`config.mk`:
```
export PLATFORM = sky130hd
export DESIGN_NAME = poly_tone_pwm_flat
export DESIGN_NICKNAME = d
export VERILOG_FILES = /design/src/rtl/poly_tone_pwm_if.sv /design/src/rtl/poly_tone_pwm.sv /design/src/flat_wrapper.sv
export SDC_FILE = /design/constraint.sdc
export NUM_CORES = 1
export LEC_CHECK = 0
export CELL_PAD_IN_SITES_DETAIL_PLACEMENT = 0
export CELL_PAD_IN_SITES_GLOBAL_PLACEMENT = 1
export CORE_MARGIN = 3
export CORE_UTILIZATION = 45
export DETAILED_ROUTE_END_ITERATION = 6
export PLACE_DENSITY = 0.85
export SYNTH_ARGS = -nofsm -noshare
export SYNTH_HDL_FRONTEND = slang
export SYNTH_SLANG_ARGS = --single-unit
```
`constraint.sdc`:
```
create_clock -name clk -period 4.1 [get_ports clk]
set_input_delay 1.23 -clock clk [delete_from_list [all_inputs] [get_ports clk]]
set_output_delay 1.23 -clock clk [all_outputs]
set_load 0.05 [all_outputs]
```
`src/rtl/poly_tone_pwm_if.sv`:
```
// ---------------------------------------------------------------------------
// poly_tone_pwm_if
//   Control and audio-output bundle of the polyphonic tone generator.
//   master : the controller side (drives writes, enables and volume buttons)
//   slave  : the tone generator itself
//
//   wr_en           load wr_half_period into channel wr_ch
//   wr_ch           channel index (CH_W bits)
//   wr_half_period  half-period in clk cycles, 0 silences the channel
//   ch_enable       per-channel enable level
//   vol_up/vol_down debounced volume buttons (edge triggered inside)
//   audio           registered 1-bit PWM audio
//   shutdown        amplifier enable, 1 = amp on
//   active_mask     registered per-channel activity
//   volume          current volume
// ---------------------------------------------------------------------------
interface poly_tone_pwm_if #(
    parameter int CHANNELS = 4,
    parameter int DIV_W    = 20,
    parameter int VOL_W    = 3
);
    localparam int CH_W = (CHANNELS > 1) ? $clog2(CHANNELS) : 1;

    logic                wr_en;
    logic [CH_W-1:0]     wr_ch;
    logic [DIV_W-1:0]    wr_half_period;
    logic [CHANNELS-1:0] ch_enable;
    logic                vol_up;
    logic                vol_down;
    logic                audio;
    logic                shutdown;
    logic [CHANNELS-1:0] active_mask;
    logic [VOL_W-1:0]    volume;

    modport master (
        output wr_en, wr_ch, wr_half_period, ch_enable, vol_up, vol_down,
        input  audio, shutdown, active_mask, volume
    );

    modport slave (
        input  wr_en, wr_ch, wr_half_period, ch_enable, vol_up, vol_down,
        output audio, shutdown, active_mask, volume
    );
endinterface

```
`src/rtl/poly_tone_pwm.sv`:
```
// ---------------------------------------------------------------------------
// poly_tone_pwm
//   Polyphonic square-wave tone generator with PWM mixer, up/down volume and
//   idle-driven amplifier shutdown.
//
//   clk    system clock
//   rst_n  asynchronous active-low reset
//   bus    poly_tone_pwm_if.slave (write port, enables, volume buttons,
//          audio, shutdown, active_mask, volume)
//
//   Each channel toggles its tone bit every hp clk cycles while enabled with
//   a non-zero half-period. Enabled tone bits are summed, scaled by the
//   volume and a fixed gain K chosen so the full-scale product fits the PWM
//   range, and the resulting duty is latched once per PWM frame.
//   The interface instance must be built with the same CHANNELS, DIV_W and
//   VOL_W as this module.
// ---------------------------------------------------------------------------
module poly_tone_pwm #(
    parameter int CHANNELS = 4,
    parameter int DIV_W    = 20,
    parameter int PWM_W    = 8,
    parameter int VOL_W    = 3,
    parameter int VOL_INIT = 4,
    parameter int IDLE_CYC = 1024
) (
    input  logic               clk,
    input  logic               rst_n,
    poly_tone_pwm_if.slave     bus
);
    localparam int CH_W    = (CHANNELS > 1) ? $clog2(CHANNELS) : 1;
    localparam int SUM_W   = $clog2(CHANNELS + 1);
    localparam int IDLE_W  = (IDLE_CYC > 1) ? $clog2(IDLE_CYC) : 1;
    localparam int PWM_MAX = (1 << PWM_W) - 1;
    localparam int VOL_MAX = (1 << VOL_W) - 1;
    // Largest gain for which CHANNELS*VOL_MAX*K still fits in PWM_W bits,
    // so the duty product below can never overflow.
    localparam int K       = PWM_MAX / (CHANNELS * VOL_MAX);

    localparam logic [IDLE_W-1:0] IDLE_LAST = IDLE_W'(IDLE_CYC - 1);
    localparam logic [VOL_W-1:0]  VOL_TOP   = '1;

    // Per-channel state
    logic [DIV_W-1:0]    hp  [CHANNELS];
    logic [DIV_W-1:0]    cnt [CHANNELS];
    logic [CHANNELS-1:0] tone;

    // Per-channel decode
    logic [CHANNELS-1:0] ch_act;
    logic [CHANNELS-1:0] wr_hit;
    logic [CHANNELS-1:0] cnt_wrap;

    // Mixer / PWM
    logic [SUM_W-1:0]    sum;
    logic [PWM_W-1:0]    duty_next;
    logic [PWM_W-1:0]    duty_reg;
    logic [PWM_W-1:0]    pwm_cnt;
    logic                audio_q;

    // Volume
    logic                prev_up;
    logic                prev_down;
    logic                up_edge;
    logic                down_edge;
    logic [VOL_W-1:0]    vol_q;

    // Shutdown
    logic                any_active;
    logic [IDLE_W-1:0]   idle_cnt;
    logic                shutdown_q;
    logic [CHANNELS-1:0] active_q;

    // -----------------------------------------------------------------------
    // Combinational decode
    // -----------------------------------------------------------------------
    always_comb begin
        // NOTE: every always_comb output gets a default before any branch or
        // loop so no path can leave it unassigned and infer a latch.
        ch_act   = '0;
        wr_hit   = '0;
        cnt_wrap = '0;
        sum      = '0;
        for (int c = 0; c < CHANNELS; c++) begin
            ch_act[c]   = bus.ch_enable[c] && (hp[c] != '0);
            // Indices at or above CHANNELS never match, so such writes drop.
            wr_hit[c]   = bus.wr_en && (bus.wr_ch == CH_W'(c));
            cnt_wrap[c] = (cnt[c] == hp[c] - DIV_W'(1));
            if (tone[c] && bus.ch_enable[c]) begin
                sum = sum + SUM_W'(1);
            end
        end
        duty_next  = PWM_W'(sum) * PWM_W'(vol_q) * PWM_W'(K);
        up_edge    = bus.vol_up   & ~prev_up;
        down_edge  = bus.vol_down & ~prev_down;
        any_active = |ch_act;
    end

    // -----------------------------------------------------------------------
    // Tone channels
    // -----------------------------------------------------------------------
    always_ff @(posedge clk or negedge rst_n) begin
        if (!rst_n) begin
            // NOTE: hp/cnt are small register arrays, not a RAM, so they are
            // cleared explicitly; a silent restart depends on hp being 0.
            for (int c = 0; c < CHANNELS; c++) begin
                hp[c]  <= '0;
                cnt[c] <= '0;
            end
            tone <= '0;
        end else begin
            for (int c = 0; c < CHANNELS; c++) begin
                if (wr_hit[c]) begin
                    // Phase restart: first rise lands hp edges after the write.
                    hp[c]   <= bus.wr_half_period;
                    cnt[c]  <= '0;
                    tone[c] <= 1'b0;
                end else if (ch_act[c]) begin
                    if (cnt_wrap[c]) begin
                        cnt[c]  <= '0;
                        tone[c] <= ~tone[c];
                    end else begin
                        cnt[c]  <= cnt[c] + DIV_W'(1);
                    end
                end else begin
                    cnt[c]  <= '0;
                    tone[c] <= 1'b0;
                end
            end
        end
    end

    // -----------------------------------------------------------------------
    // PWM: duty only changes at the frame wrap, so a frame is never cut short
    // -----------------------------------------------------------------------
    always_ff @(posedge clk or negedge rst_n) begin
        if (!rst_n) begin
            pwm_cnt  <= '0;
            duty_reg <= '0;
            audio_q  <= 1'b0;
        end else begin
            // NOTE: non-blocking assignments here mean duty_reg and audio_q
            // both see the pre-edge pwm_cnt, independent of statement order.
            pwm_cnt <= pwm_cnt + PWM_W'(1);
            if (pwm_cnt == '1) begin
                duty_reg <= duty_next;
            end
            audio_q <= (pwm_cnt < duty_reg);
        end
    end

    // -----------------------------------------------------------------------
    // Volume: one step per rising edge, simultaneous edges cancel
    // -----------------------------------------------------------------------
    always_ff @(posedge clk or negedge rst_n) begin
        if (!rst_n) begin
            prev_up   <= 1'b0;
            prev_down <= 1'b0;
            vol_q     <= VOL_W'(VOL_INIT);
        end else begin
            prev_up   <= bus.vol_up;
            prev_down <= bus.vol_down;
            if (up_edge && !down_edge && (vol_q != VOL_TOP)) begin
                vol_q <= vol_q + VOL_W'(1);
            end else if (down_edge && !up_edge && (vol_q != '0)) begin
                vol_q <= vol_q - VOL_W'(1);
            end
        end
    end

    // -----------------------------------------------------------------------
    // Activity mask and amplifier shutdown
    // -----------------------------------------------------------------------
    always_ff @(posedge clk or negedge rst_n) begin
        if (!rst_n) begin
            active_q   <= '0;
            idle_cnt   <= '0;
            shutdown_q <= 1'b0;
        end else begin
            active_q <= ch_act;
            if (any_active) begin
                idle_cnt   <= '0;
                shutdown_q <= 1'b1;
            end else if (idle_cnt == IDLE_LAST) begin
                // Counter parks here; the amp goes off IDLE_CYC cycles after
                // the last active cycle.
                shutdown_q <= 1'b0;
            end else begin
                idle_cnt <= idle_cnt + IDLE_W'(1);
            end
        end
    end

    assign bus.audio       = audio_q;
    assign bus.shutdown    = shutdown_q;
    assign bus.active_mask = active_q;
    assign bus.volume      = vol_q;

endmodule

```
`src/flat_wrapper.sv`:
```
// flat-port wrapper written by rule: the top's interface ports become plain ports
module poly_tone_pwm_flat 
#(
    parameter int CHANNELS = 4,
    parameter int DIV_W    = 20,
    parameter int PWM_W    = 8,
    parameter int VOL_W    = 3,
    parameter int VOL_INIT = 4,
    parameter int IDLE_CYC = 1024
)
  (clk, rst_n, bus_wr_en, bus_wr_ch, bus_wr_half_period, bus_ch_enable, bus_vol_up, bus_vol_down, bus_audio, bus_shutdown, bus_active_mask, bus_volume);
  poly_tone_pwm_if #(.CHANNELS(CHANNELS), .DIV_W(DIV_W), .VOL_W(VOL_W)) bus_i ();
  input  logic clk;
  input  logic rst_n;
  input wire logic [$bits(bus_i.wr_en)-1:0] bus_wr_en;
  input wire logic [$bits(bus_i.wr_ch)-1:0] bus_wr_ch;
  input wire logic [$bits(bus_i.wr_half_period)-1:0] bus_wr_half_period;
  input wire logic [$bits(bus_i.ch_enable)-1:0] bus_ch_enable;
  input wire logic [$bits(bus_i.vol_up)-1:0] bus_vol_up;
  input wire logic [$bits(bus_i.vol_down)-1:0] bus_vol_down;
  output wire logic [$bits(bus_i.audio)-1:0] bus_audio;
  output wire logic [$bits(bus_i.shutdown)-1:0] bus_shutdown;
  output wire logic [$bits(bus_i.active_mask)-1:0] bus_active_mask;
  output wire logic [$bits(bus_i.volume)-1:0] bus_volume;
  assign bus_i.wr_en = bus_wr_en;
  assign bus_i.wr_ch = bus_wr_ch;
  assign bus_i.wr_half_period = bus_wr_half_period;
  assign bus_i.ch_enable = bus_ch_enable;
  assign bus_i.vol_up = bus_vol_up;
  assign bus_i.vol_down = bus_vol_down;
  assign bus_audio = bus_i.audio;
  assign bus_shutdown = bus_i.shutdown;
  assign bus_active_mask = bus_i.active_mask;
  assign bus_volume = bus_i.volume;
  poly_tone_pwm #(.CHANNELS(CHANNELS), .DIV_W(DIV_W), .PWM_W(PWM_W), .VOL_W(VOL_W), .VOL_INIT(VOL_INIT), .IDLE_CYC(IDLE_CYC)) u_core (.clk(clk), .rst_n(rst_n), .bus(bus_i));
endmodule
```
==> run summary <==
Outcome = finished, violations left
Hpwl dp = 19,850 um
Pre-CTS setup slack = -1.423 ns
CTS Buffer Depth = 3
Congestion Overflow GR = 0
Slew HR = 0.1828
Yosys reg bits = 201
Final Max Tran Viols = 0
Ratio of cells with drive above 1 in the final layout = 0.1555
Lkg Pwr = 5.547 nW
RSZ-0062 raised after global routing = true
Most used DFF post-synth = dfrtp_1
PwrDens = 405.2 nW/um^2
Post-synthesis mux area share = 0.08470
Post-CTS Hold Fix Bufs = 0
Area growth, synth to finish = 14.82%
Die H = 168.6 um
Root Buffer = clkbuf_16
CTS tree = yes
Top-area cell type share of the netlist area = 0.4209
Net Count, Synth = 1,244
Largest registers = u_core.cnt x80, u_core.hp x80, u_core.idle_cnt x10
Die area = 28,410 um^2
Post-route ant nets = 0
Drc violations = 0
Max VDD drop = 0.3579 mV
Vias post-DR = 8,957
Layout Nets = 1,296
Wire per inst = 17.62 um
Max_cap viols = 0
Num Clock Sinks = 201
WL final = 27,670 um
Asr flop ratio synth = 1.000
Largest cells by area after synthesis = dfrtp_1 (42%), mux2_2 (8.0%), xnor2_1 (6.8%)
Cells after Synth = 1,174
Failing checks = setup timing
Adder-cell share of the synthesized area = 0.04356
Tightest Pin Transition = 1.219 ns
Sequential cell area fraction in the yosys report = 0.4231
Yosys top cell by area = dfrtp_1
DRT Pass-1 Iters = 5
FP Rows = 58
Number of inserted diodes = 0
Global-route wire length before repair = 46,460 um
Vias in the first global route = 8,975
Xor and xnor fraction of the mapped netlist area = 0.1348
Fmax achieved = 221.6 MHz
Initial drt markers = 493
Hold WC Path Type = reg2reg
Worst clock skew = 0.01943 ns
Final worst slack = -0.4128 ns
DP Area = 12,800 um^2
Top-Level Pins = 40
Clock-pin slew on the worst setup and hold paths = 0.06 ns
Main combinational cell family by area after synthesis = simple AND/OR/NAND/NOR gates
Crit Path Max Fanout = 2
Setup crit end kind = flop
Total track usage = 0.1962
Fin area = 13,650 um^2
Post-Syn Area = 11,890 um^2
Largest net degree at the start of global routing = 82
Latest clock arrival within the worst-skew pair = 0.52 ns
Period utilization = 1.101
Final core utilization = 0.5345
Post-Synth Simple-Gate Area = 0.2118
Fillers = 2,302
Final Hold Vio Count = 0
Cts bufs inserted = 22
Number of synthesized flops with an enable pin = 0
Setup CP Type = in2reg
Die Span X = 168.6 um
Vias per cell = 5.701
Synthesized area per cell = 10.13 um^2
Htree depth = 1
Yosys warns = 0
Data arrival time of the worst path = 4.90 ns
Initial Util = 0.4655
Worst path required time = 4.49 ns
Core ar. = 25,540 um^2
Synth Area in Compound Gates = 0.07776
Startpoint Class = input pin
Most common cell in the netlist = dfrtp_1
Setup-failing EPs final = 4
Fin crit period = 4.513 ns
GPL Wtd Cong = 0.8476
Top post-synthesis cells by count = dfrtp_1 (200), xnor2_1 (92), xor2_1 (91), nor3_1 (88), mux2_2 (85)
Count of different cell masters after synthesis = 69
Port Buffer Count = 39
Initial antenna violation count = 0
Setup TNS = -1.207 ns
layout make-up:
class	count	area, um^2	area share
tap	330	412.9	0.03024
clock inverter	7	96.34	0.007056
inverter	34	127.6	0.009347
sequential	201	5031	0.3685
timing repair buffer	65	613.1	0.04490
multi-input combinational	902	6735	0.4933
clock buffer	32	638.1	0.04673
power by group:
part | total [mW] | internal [mW] | switching [mW]
Combinational | 1.05 | 0.499 | 0.549
Sequential | 2.48 | 2.17 | 0.314
Clock | 2.01 | 1.21 | 0.801
cells in the final DEF, fill, tap and decap left out, drive strengths merged, types with 23 or more instances in the layout:
cell           netlist  layout
a21oi               25      25
nand4               25      25
nand3               51      51
nor4                29      29
clkdlybuf4s50        0      35
buf                 10      28
and3                23      23
inv                 34      34
xor2                91      91
ha                  35      35
nand2               60      60
nor2                76      76
dfrtp              200     200
nor3                89      89
xnor2               92      92
clkbuf              27      33
mux2                85      85
worst max-delay path, stage by stage:
cell and delay [ns]:
buf_6 0.10, and2_4 0.18, ha_4 0.25, xnor2_2 0.14, ha_1 0.29, mux2_4 0.28, and2_4 0.16, fa_2 0.45
ha_4 0.19, fa_2 0.35, xor2_2 0.18, ha_4 0.29, ha_4 0.13, fa_2 0.41, mux2_4 0.27
kinds of logic after synthesis:
kind of cell             count (synthesis)
adder cells (fa/ha/maj)                 39
buffers and inverters                   71
AND/OR/NAND/NOR                        459
flip-flops                             201
multiplexers                            90
XOR/XNOR                               183
AO/OA/AOI/OAI                          131
metrics by stage:
stage	instances	total power [mW]	hold WS, ns
5_1_grt	1571	5.820	0.5079
6_report	1571	5.533	0.4765
4_1_cts	1569	5.581	0.4834
2_1_floorplan	1174	3.191	0.4483
3_5_place_dp	1526	3.549	0.4693
3_3_place_gp	1526	3.515	0.4593
layer usage:
layer  track usage  share of wire  routed length, um
met3       0.02546          0.036                998
met2        0.3256           0.47              13040
met4       0.03629          0.015                406
met1        0.2798           0.48              13230
met5             0              0                  0
final timing paths:
check	from	end	depth (start not counted)	slack (ns)
worst max-delay path	bus_ch_enable[0]	u_core.duty_reg[5]$_DFFE_PN0N_	15	-0.41
max in group asynchronous	rst_n	u_core.bus.volume[2]$_DFFE_PN1P_	2	2.54
worst min register to register	u_core.bus.shutdown$_DFFE_PN0P_	u_core.bus.shutdown$_DFFE_PN0P_	1	0.48
worst max register to register	u_core.tone[0]$_DFFE_PN0P_	u_core.duty_reg[5]$_DFFE_PN0N_	14	0
worst min-delay path	u_core.bus.shutdown$_DFFE_PN0P_	u_core.bus.shutdown$_DFFE_PN0P_	1	0.48
min in group asynchronous	rst_n	u_core.pwm_cnt[5]$_DFF_PN0_	1	0.77
timing repair:
item | in CTS | in global routing
buffers inserted | 4 | 2
setup endpoints to repair | 5 | 4
pin swaps | 16 | 6
resized for setup | 20 | 1
endpoints found under the hold margin | 0 | 0
Power figures use the tool's default switching activity.
